$ cat src/rtl/des_pkg.sv
// DES constant tables, FSM state type and the permutation/key-rotation helpers
// shared by the iterative core and its S-box lookup.
package des_pkg;

    typedef enum logic [3:0] {
        IDLE = 4'd0, LOAD = 4'd1, KEYGEN = 4'd2, ROUND_KEY = 4'd3, EXPAND = 4'd4,
        SBOX = 4'd5, PERM = 4'd6, FINAL = 4'd7, DONE = 4'd8
    } state_t;

    localparam logic [4:0] ROUNDS = 5'd16;
    // Rounds whose key rotation is a single position (1, 2, 9, 16); bit 0 unused.
    localparam logic [16:0] SHIFT_ONE = 17'b1_0000_0010_0000_0110;

    localparam int IP_T [64] = '{
        58,50,42,34,26,18,10,2, 60,52,44,36,28,20,12,4, 62,54,46,38,30,22,14,6, 64,56,48,40,32,24,16,8,
        57,49,41,33,25,17,9,1,  59,51,43,35,27,19,11,3, 61,53,45,37,29,21,13,5, 63,55,47,39,31,23,15,7};
    localparam int FP_T [64] = '{
        40,8,48,16,56,24,64,32, 39,7,47,15,55,23,63,31, 38,6,46,14,54,22,62,30, 37,5,45,13,53,21,61,29,
        36,4,44,12,52,20,60,28, 35,3,43,11,51,19,59,27, 34,2,42,10,50,18,58,26, 33,1,41,9,49,17,57,25};
    localparam int E_T [48] = '{
        32,1,2,3,4,5, 4,5,6,7,8,9, 8,9,10,11,12,13, 12,13,14,15,16,17,
        16,17,18,19,20,21, 20,21,22,23,24,25, 24,25,26,27,28,29, 28,29,30,31,32,1};
    localparam int P_T [32] = '{
        16,7,20,21,29,12,28,17, 1,15,23,26,5,18,31,10, 2,8,24,14,32,27,3,9, 19,13,30,6,22,11,4,25};
    localparam int PC1_T [56] = '{
        57,49,41,33,25,17,9, 1,58,50,42,34,26,18, 10,2,59,51,43,35,27, 19,11,3,60,52,44,36,
        63,55,47,39,31,23,15, 7,62,54,46,38,30,22, 14,6,61,53,45,37,29, 21,13,5,28,20,12,4};
    localparam int PC2_T [48] = '{
        14,17,11,24,1,5, 3,28,15,6,21,10, 23,19,12,4,26,8, 16,7,27,20,13,2,
        41,52,31,37,47,55, 30,40,51,45,33,48, 44,49,39,56,34,53, 46,42,50,36,29,32};

    // Row-major: entry index is row*16 + column.
    localparam int S_T [8][64] = '{
        '{14,4,13,1,2,15,11,8,3,10,6,12,5,9,0,7, 0,15,7,4,14,2,13,1,10,6,12,11,9,5,3,8,
          4,1,14,8,13,6,2,11,15,12,9,7,3,10,5,0, 15,12,8,2,4,9,1,7,5,11,3,14,10,0,6,13},
        '{15,1,8,14,6,11,3,4,9,7,2,13,12,0,5,10, 3,13,4,7,15,2,8,14,12,0,1,10,6,9,11,5,
          0,14,7,11,10,4,13,1,5,8,12,6,9,3,2,15, 13,8,10,1,3,15,4,2,11,6,7,12,0,5,14,9},
        '{10,0,9,14,6,3,15,5,1,13,12,7,11,4,2,8, 13,7,0,9,3,4,6,10,2,8,5,14,12,11,15,1,
          13,6,4,9,8,15,3,0,11,1,2,12,5,10,14,7, 1,10,13,0,6,9,8,7,4,15,14,3,11,5,2,12},
        '{7,13,14,3,0,6,9,10,1,2,8,5,11,12,4,15, 13,8,11,5,6,15,0,3,4,7,2,12,1,10,14,9,
          10,6,9,0,12,11,7,13,15,1,3,14,5,2,8,4, 3,15,0,6,10,1,13,8,9,4,5,11,12,7,2,14},
        '{2,12,4,1,7,10,11,6,8,5,3,15,13,0,14,9, 14,11,2,12,4,7,13,1,5,0,15,10,3,9,8,6,
          4,2,1,11,10,13,7,8,15,9,12,5,6,3,0,14, 11,8,12,7,1,14,2,13,6,15,0,9,10,4,5,3},
        '{12,1,10,15,9,2,6,8,0,13,3,4,14,7,5,11, 10,15,4,2,7,12,9,5,6,1,13,14,0,11,3,8,
          9,14,15,5,2,8,12,3,7,0,4,10,1,13,11,6, 4,3,2,12,9,5,15,10,11,14,1,7,6,0,8,13},
        '{4,11,2,14,15,0,8,13,3,12,9,7,5,10,6,1, 13,0,11,7,4,9,1,10,14,3,5,12,2,15,8,6,
          1,4,11,13,12,3,7,14,10,15,6,8,0,5,9,2, 6,11,13,8,1,4,10,7,9,5,0,15,14,2,3,12},
        '{13,2,8,4,6,15,11,1,10,9,3,14,5,0,12,7, 1,15,13,8,10,3,7,4,12,5,6,11,0,14,9,2,
          7,11,4,1,9,12,14,2,0,6,10,13,15,3,5,8, 2,1,14,7,4,10,8,13,15,12,9,0,3,5,6,11}};

    // Sources are left-aligned in 64 bits so DES position p is always src[64-p].
    function automatic logic pick(input logic [63:0] src, input int pos);
        return src[6'(64 - pos)];
    endfunction

    function automatic logic [63:0] perm_ip(input logic [63:0] b);
        logic [63:0] o = '0;
        for (int i = 0; i < 64; i++) o = {o[62:0], pick(b, IP_T[i])};
        return o;
    endfunction

    function automatic logic [63:0] perm_fp(input logic [63:0] b);
        logic [63:0] o = '0;
        for (int i = 0; i < 64; i++) o = {o[62:0], pick(b, FP_T[i])};
        return o;
    endfunction

    function automatic logic [47:0] expand_e(input logic [31:0] r);
        logic [47:0] o = '0;
        for (int i = 0; i < 48; i++) o = {o[46:0], pick({r, 32'd0}, E_T[i])};
        return o;
    endfunction

    function automatic logic [31:0] perm_p(input logic [31:0] v);
        logic [31:0] o = '0;
        for (int i = 0; i < 32; i++) o = {o[30:0], pick({v, 32'd0}, P_T[i])};
        return o;
    endfunction

    function automatic logic [55:0] perm_pc1(input logic [63:0] k);
        logic [55:0] o = '0;
        for (int i = 0; i < 56; i++) o = {o[54:0], pick(k, PC1_T[i])};
        return o;
    endfunction

    function automatic logic [47:0] perm_pc2(input logic [55:0] cd);
        logic [47:0] o = '0;
        for (int i = 0; i < 48; i++) o = {o[46:0], pick({cd, 8'd0}, PC2_T[i])};
        return o;
    endfunction

    // Decrypt walks the schedule backwards from C16=C0: rotate right by the
    // forward amount of round 18-r, which lands on the same one-shift set.
    function automatic logic [27:0] rot28(input logic [27:0] v, input logic [4:0] rnd,
                                          input logic enc);
        logic [55:0] t;
        int          amt;
        if (enc)              amt = SHIFT_ONE[rnd] ? 1 : 2;
        else if (rnd == 5'd1) amt = 0;
        else                  amt = SHIFT_ONE[rnd] ? 27 : 26;
        t = {v, v} << amt;
        return t[55:28];
    endfunction

endpackage

$ cat src/rtl/des_iterative_core_sbox.sv
// Combinational lookup of all eight DES S-boxes: 48-bit mixed word in, 32 bits out.
module des_sbox
    import des_pkg::*;
(
    input  logic [47:0] x,
    output logic [31:0] s
);
    for (genvar g = 0; g < 8; g++) begin : g_box
        logic [5:0] b6;
        assign b6 = x[47-6*g -: 6];
        // Outer bits select the row, inner four the column.
        assign s[31-4*g -: 4] = 4'(S_T[g][{b6[5], b6[0], b6[4:1]}]);
    end
endmodule

$ cat src/rtl/des_iterative_core.sv
// Iterative single-block DES engine; each Feistel round spends four clocks
// (key rotate, expand/mix, S-box, swap) under a two-process FSM.
module des_iterative_core (
    input  logic        clk,
    input  logic        rst,
    input  logic        start,
    input  logic        encrypt,
    input  logic [63:0] data_in,
    input  logic [63:0] key,
    output logic [63:0] data_out,
    output logic        done,
    output logic        error
);
    import des_pkg::*;

    state_t      state, state_next;
    logic [4:0]  round_count;
    logic [31:0] left, right, s, sbox_out, feistel_out;
    logic [27:0] c_reg, d_reg, c_rot, d_rot;
    logic [47:0] subkey, x;
    logic [63:0] block_q, key_q;
    logic        enc_q, busy;

    des_sbox u_sbox (.x(x), .s(sbox_out));

    assign feistel_out = perm_p(s);
    assign c_rot       = rot28(c_reg, round_count, enc_q);
    assign d_rot       = rot28(d_reg, round_count, enc_q);
    assign busy        = (state >= LOAD) && (state <= FINAL);
    assign done        = (state == DONE);

    always_ff @(posedge clk or posedge rst) begin
        if (rst) state <= IDLE;
        else     state <= state_next;
    end

    always_comb begin
        state_next = state;
        case (state)
            IDLE, DONE: if (start) state_next = LOAD;
            LOAD:       state_next = KEYGEN;
            KEYGEN:     state_next = ROUND_KEY;
            ROUND_KEY:  state_next = EXPAND;
            EXPAND:     state_next = SBOX;
            SBOX:       state_next = PERM;
            PERM:       state_next = (round_count < ROUNDS) ? ROUND_KEY : FINAL;
            FINAL:      state_next = DONE;
            default:    state_next = IDLE;
        endcase
    end

    always_ff @(posedge clk or posedge rst) begin
        if (rst) begin
            round_count <= '0;
            left        <= '0;
            right       <= '0;
            c_reg       <= '0;
            d_reg       <= '0;
            subkey      <= '0;
            x           <= '0;
            s           <= '0;
            data_out    <= '0;
            error       <= 1'b0;
            enc_q       <= 1'b0;
            block_q     <= '0;
            key_q       <= '0;
        end else begin
            // A start while busy is flagged but never disturbs the running block.
            error <= start && busy;
            case (state)
                IDLE, DONE: if (start) begin
                    enc_q   <= encrypt;
                    block_q <= data_in;
                    key_q   <= key;
                end
                LOAD:      {left, right} <= perm_ip(block_q);
                KEYGEN: begin
                    {c_reg, d_reg} <= perm_pc1(key_q);
                    round_count    <= 5'd1;
                end
                ROUND_KEY: begin
                    c_reg  <= c_rot;
                    d_reg  <= d_rot;
                    subkey <= perm_pc2({c_rot, d_rot});
                end
                EXPAND:    x <= expand_e(right) ^ subkey;
                SBOX:      s <= sbox_out;
                PERM: begin
                    left  <= right;
                    right <= left ^ feistel_out;
                    if (round_count < ROUNDS) round_count <= round_count + 5'd1;
                end
                FINAL:     data_out <= perm_fp({right, left});
                default: ;
            endcase
        end
    end
endmodule

$ cat config.mk
export PLATFORM = sky130hd
export DESIGN_NAME = des_iterative_core
export DESIGN_NICKNAME = d
export VERILOG_FILES = /design/src/rtl/des_pkg.sv /design/src/rtl/des_iterative_core_sbox.sv /design/src/rtl/des_iterative_core.sv
export SDC_FILE = /design/constraint.sdc
export NUM_CORES = 1
export LEC_CHECK = 0
export BUFFER_PORTS_ARGS = -buffer_cell sky130_fd_sc_hd__buf_2
export CORE_ASPECT_RATIO = 0.75
export CORE_MARGIN = 8
export CORE_UTILIZATION = 50
export DETAILED_ROUTE_END_ITERATION = 10
export PLACE_DENSITY = 0.92
export SLEW_MARGIN = 25
export SYNTH_ARGS = -nofsm -noshare
export SYNTH_HDL_FRONTEND = slang
export SYNTH_SLANG_ARGS = --single-unit
$ cat constraint.sdc
create_clock -name clk -period 7.5 [get_ports clk]
set_input_delay 0.375 -clock clk [delete_from_list [all_inputs] [get_ports clk]]
set_output_delay 0.375 -clock clk [all_outputs]
set_load 0.1 [all_outputs]
==> results of run 1 <==
==> state kept, by name (all words and copies together) (netlist names) <==
name         cells
right           16
round_count      5
error            1
state            4
data_out        16
block_q         32
left            16
==> cell families (layout without fill, tap and decap cells) <==
kind of cell | after synthesis | count (layout) | synth area share
buffers and inverters | 66 | 76 | 0.1124
muxes | 97 | 97 | 0.2809
DFF | 90 | 90 | 0.5425
AOI/OAI and AO/OA | 15 | 15 | 0.02502
adders and majority gates | 1 | 1 | 0.003013
and+or+nand+nor | 19 | 19 | 0.03315
other | 1 | 48 | 0.0009033
xor gates and xnor gates | 1 | 1 | 0.002110
==> cells in the final DEF (no fill, tap or decap), types with 2 or more instances in the layout <==
| cell | instances |
|---|---|
| bufinv_16 | 3 |
| clkbuf_8 | 10 |
| dfrtp_1 | 90 |
| buf_2 | 52 |
| a21o_1 | 3 |
| mux2_2 | 75 |
| buf_4 | 3 |
| nand3b_1 | 2 |
| a21oi_1 | 2 |
| nand3_1 | 2 |
| nor3_1 | 2 |
| nor2_1 | 2 |
| mux2_4 | 20 |
| o21ai_0 | 6 |
| inv_1 | 3 |
| conb_1 | 48 |
| clkinvlp_4 | 2 |
==> per-layer routing <==
layer  vias up  wire length, µm  global-route usage
met5         -                0                   0
met4         0               98             0.04299
met3        12              513             0.04293
met2        72             3774              0.2276
met1      1111             3259              0.1721
li1       1011                -                   -
==> cells in the mapped netlist, types with 2 or more instances <==
| cell | count | area share |
|---|---|---|
| dfrtp_1 | 90 | 0.54 |
| mux2_2 | 75 | 0.20 |
| buf_4 | 50 | 0.090 |
| mux2_4 | 20 | 0.072 |
| buf_2 | 7 | 0.0084 |
| o21ai_0 | 6 | 0.0072 |
| inv_1 | 4 | 0.0036 |
| a21o_1 | 3 | 0.0054 |
| buf_6 | 3 | 0.0081 |
| a21oi_1 | 2 | 0.0024 |
| clkbuf_1 | 2 | 0.0018 |
| nand3_1 | 2 | 0.0024 |
| nand3b_1 | 2 | 0.0036 |
| nor2_1 | 2 | 0.0018 |
| nor3_1 | 2 | 0.0024 |
==> path summary, 6_finish.rpt <==
kind                       slack [ns]   startpoint  cells after the start              to
max                              5.06     state[0]                      4       right[13]
min                              0.24          rst                      3     block_q[24]
max reg2reg                      5.06     state[0]                      4       right[13]
min reg2reg                      0.50  block_q[17]                      1     block_q[17]
max in group asynchronous        6.72          rst                      3  round_count[4]
min in group clk                 0.25   data_in[4]                      2      block_q[4]
==> power groups by stage <==
stage | sequential (mW) | clock (mW) | combinational [mW]
floorplan | 1.14 | 0 | 0.723
global placement | 0.865 | 0 | 1.09
detailed placement | 0.884 | 0 | 1.12
CTS | 0.880 | 0.408 | 1.13
global route | 0.912 | 0.427 | 1.17
finish | 0.877 | 0.397 | 1.11
==> final cells by class <==
type | instances | area, µm²
fill | 659 | 3427
sequential | 90 | 2252
multi-input combinational | 181 | 1615
timing repair buffer | 56 | 294.0
clock buffer | 10 | 137.6
tap | 105 | 131.4
clock inverter | 6 | 113.9
inverter | 4 | 16.27
==> metrics by stage <==
stage               hold slack, ns  setup WS (ns)  cell area, µm²  utilization
floorplan                   0.4584          4.790            4328            -
global placement            0.4685          5.121            4305       0.5390
detailed placement          0.4832          5.078            4309       0.5395
CTS                         0.2341          5.030            4561       0.5710
global route                0.2232          4.963            4561       0.5710
finish                      0.2430          5.056            4561       0.5710
==> critical path: cells and delay by family (launching register included) <==
kind	cells	cell delay, ns
AOI/OAI and AO/OA	1	0.51
buffers and inverters	1	0.43
DFF	1	0.56
muxes	1	0.38
and+or+nand+nor	1	0.44
==> flow_summary.ini, run 1 <==
[run_status]
outcome = finished, final reports clean

[yosys]
synth_edf_count = 0
synthCells = 290
synth_area_per_cell_um2 = 14.32
ys_seq_elements = 90
syn_area_um2 = 4151
ys_async_sr_fraction = 1.000
synth_warnings = 0
synth.distinct_cells = 35
yosysSeqAreaShare = 0.5425
yosys_most_used_dff = dfrtp_1

[drt]
wl_per_cell_um = 16.91
dr_total_vias = 2206
wl_um = 7645
drtAntennaViolNets = 0
drc = 0
firstDrtPassIters = 4
drt_iter0_markers = 84
viasPerCell = 4.881

[clock_network]
cts_tree = done
post-cts-setup-buffers = 0
clk_pin_slew_ns = 0.08
cts_hold_buf = 0
cts_root_buf = clkbuf_8
numCtsBuffers = 9
ctsResizeCount = 0
cts.sinks = 90
htreeDepth = 3
clockBufferDepth = 2
clkLatencyLatePin_ns = 0.35

[floorplan]
die_h_um = 94.92
coreArea_um2 = 7988
die_area_um2 = 11510
io_pins = 198
fp.dieW_um = 121.2
initial_core_util = 0.5197
rows = 28

[critical_path]
cpPeakStageDelay_ns = 0.56
worstSetupPathType = register to register
crit_arrival_ns = 2.68
cp_slowest_cell = dfrtp_1
endpoint_kind = register
startpoint_type = register
required_ns = 7.73
worstPathMaxFanout = 18
path_cells = or3b_4 -> a21oi_4 -> buf_4 -> mux2_2

[layout]
drive_above_1_share = 0.4986
final_net_count = 475
diodes = 0
synthToLayoutAreaGrowth_pct = 9.855
final_cells = 452

[sta]
max_slew_margin = 0.4675
slew_viol_final = 0
min_period_ns = 2.444
finClkSkew_ns = 0.01061
rsz0062_at_grt = no
setup_violations = 0
period_share = 0.3259
worstMarginPinSlew_ns = 0.7987
max_freq_ghz = 0.4092
hold_violations = 0
fin_setup_tns_ns = 0

[global_routing]
grt.total_usage = 0.1383
grt_overflow = 0
antenna_found_initial = 0
grt_pass1_wl_um = 12450
grt_max_degree = 91
grt_pass1_vias = 2417

[power]
power.switching_mw = 0.9885
power.density_nw_per_um2 = 523.8
ir_worst_vdd_uv = 401.4
power.internal_mw = 1.400
pwr-share-comb = 0.467
pwr-share-clk = 0.166
leakage_nw = 2.166
total_power_mw = 2.389
seq_power_share = 0.367
switching_share = 0.4138

[placed_design]
portBuffers = 52
dp_hpwl_um = 5281
dp_cells = 436
gp_congestion = 0.7385

[hold_path]
hold_path.class = input port to asynchronous set/reset pin

[job]
maxCapViolCount = 0
Power figures use the tool's default switching activity.
==> inputs of run 2 (changes only) <==
--- a/config.mk
+++ b/config.mk
@@ -8,9 +8,9 @@
 export BUFFER_PORTS_ARGS = -buffer_cell sky130_fd_sc_hd__buf_2
 export CORE_ASPECT_RATIO = 0.75
 export CORE_MARGIN = 8
-export CORE_UTILIZATION = 50
+export CORE_UTILIZATION = 47
 export DETAILED_ROUTE_END_ITERATION = 10
-export PLACE_DENSITY = 0.92
+export PLACE_DENSITY = 0.88
 export SLEW_MARGIN = 25
 export SYNTH_ARGS = -nofsm -noshare
 export SYNTH_HDL_FRONTEND = slang
==> constraint.sdc (replaced) <==
create_clock -name clk -period 2.4 [get_ports clk]
set_input_delay 0.12 -clock clk [delete_from_list [all_inputs] [get_ports clk]]
set_output_delay 0.12 -clock clk [all_outputs]
set_load 0.1 [all_outputs]
==> flow_summary.ini, run 2 (synthesis gave the netlist of run 1 again) <==
[run_status]
outcome = finished, final reports clean

[global_routing]
grt_pass1_wl_um = 12510
grt.busiest_layer = met2
grt_pass1_vias = 2355
grt_use_met1 = 0.1546
grt_overflow = 0
grt_max_degree = 91
antenna_found_initial = 0
grt.total_usage = 0.1279
met2_usage = 0.1970
grt_use_met3 = 0.05889

[layout]
final_cells = 460
final_net_count = 480
layout_commonest_cell = dfrtp_1
final_util = 0.5492
finish.instance_area_um2 = 4683
largest_register_ffs = 32
synthToLayoutAreaGrowth_pct = 12.81
regMostFlops = block_q
final_cell_mix = dfrtp_1, mux2_2, buf_2
drive_above_1_share = 0.4972
diodes = 0
nFillCells = 702

[job]
maxCapViolCount = 0

[drt]
drt_iter0_markers = 52
firstDrtPassIters = 4
dr_total_vias = 2192
wl_per_cell_um = 16.37
drtAntennaViolNets = 0
wl_um = 7532
drc = 0
viasPerCell = 4.765

[critical_path]
endpoint_kind = register
cpPeakStageDelay_ns = 0.52
worstPathMaxFanout = 27
worstSetupPathType = register to register
crit_buf_inv = 1
path_cells = nor3_1 -> and2_1 -> buf_12 -> mux2_2
cpLargestDelayFamily = simple AND/OR/NAND/NOR gates
critPathLaunch = state[0]
crit_arrival_ns = 2.22
startpoint_type = register
rr_startpoint = state[0]
cp_slowest_cell = dfrtp_1
required_ns = 2.61

[floorplan]
initial_core_util = 0.4869
rows = 29
coreArea_um2 = 8527
die_area_um2 = 12130
die_h_um = 97.39
io_pins = 198
fp.dieW_um = 124.5

[placed_design]
dp_cells = 442
dp_hpwl_um = 5354
pre_cts_ws_ns = 0.4249
place_area_um2 = 4380
gp_congestion = 0.7673
portBuffers = 52

[clock_network]
ctsResizeCount = 0
clk_pin_slew_ns = 0.06
cts.sinks = 90
htreeDepth = 3
clockBufferDepth = 2
cts_root_buf = clkbuf_16
clkLatencyLatePin_ns = 0.33
cts_tree = done
numCtsBuffers = 9

[sta]
max_slew_margin = 0.5317
min_period_ns = 2.005
period_share = 0.8355
slew_viol_final = 0
max_freq_ghz = 0.4987
worst_slack_ns = 0.3949
setup_violations = 0
hold_violations = 0
finClkSkew_ns = 0.005356
worstMarginPinSlew_ns = 0.6999
rsz0062_at_grt = no
fin_setup_tns_ns = 0
whs_ns = 0.01456

[power]
total_power_mw = 7.614
power.density_nw_per_um2 = 1626
leakage_nw = 2.217
ir_worst_vdd_uv = 801.2

[hold_path]
hold_start = data_in[31]
hold_path.class = input port to register
[run 2: cell types whose count changed in the layout (fill, tap and decap cells not counted), moves of 2 or more]
| cell | previous run | this run |
|---|---|---|
| dlygate4sd3_1 | 0 | 2 |
| buf_12 | 0 | 3 |
| clkbuf_8 | 10 | 2 |
| clkbuf_16 | 0 | 9 |
| bufinv_16 | 3 | 0 |
[run 2: what timing repair did]
action,CTS,global route
hold endpoints to repair,91,0
endpoints found under the setup margin,0,0
hold buffers,2,0
setup buffers,0,0
[run 2: path summary, 6_finish.rpt]
check / end / slack, ns / depth (start not counted)
setup reg to reg: block_q[29] / 0.39 / 4
hold reg to reg: block_q[17] / 0.49 / 1
setup / recovery: block_q[29] / 0.39 / 4
max in group asynchronous: right[22] / 1.57 / 4
min in group asynchronous: data_out[1] / 0.47 / 4
hold / removal: block_q[31] / 0.01 / 2
[run 2: final cells by class]
| class | count | area [µm²] | area share |
|---|---|---|---|
| multi-input combinational | 181 | 1624 | 0.3468 |
| tap | 108 | 135.1 | 0.02885 |
| sequential | 90 | 2252 | 0.4809 |
| inverter | 4 | 18.77 | 0.004007 |
| timing repair buffer | 61 | 370.4 | 0.07908 |
| clock buffer | 12 | 256.5 | 0.05477 |
| clock inverter | 4 | 26.28 | 0.005610 |
[run 2: routing by layer]
metal,vias to the layer above,routed length (µm)
met2,62,3538
met3,7,547
met4,0,70
met1,1099,3376
met5,-,0
li1,1024,-
[run 2: worst reg2reg max path: stages (launching register included)]
cell and delay (ns):
dfrtp_1 0.52, nor3_1 0.35, and2_1 0.40, buf_12 0.24
mux2_2 0.38
[run 2: where the power goes]
part           switching [mW]  leakage (nW)  internal [mW]
Combinational            2.11         0.991           1.46
Sequential              0.458          1.09           2.27
Clock                   0.554         0.139          0.756
Total                    3.13          2.22           4.49
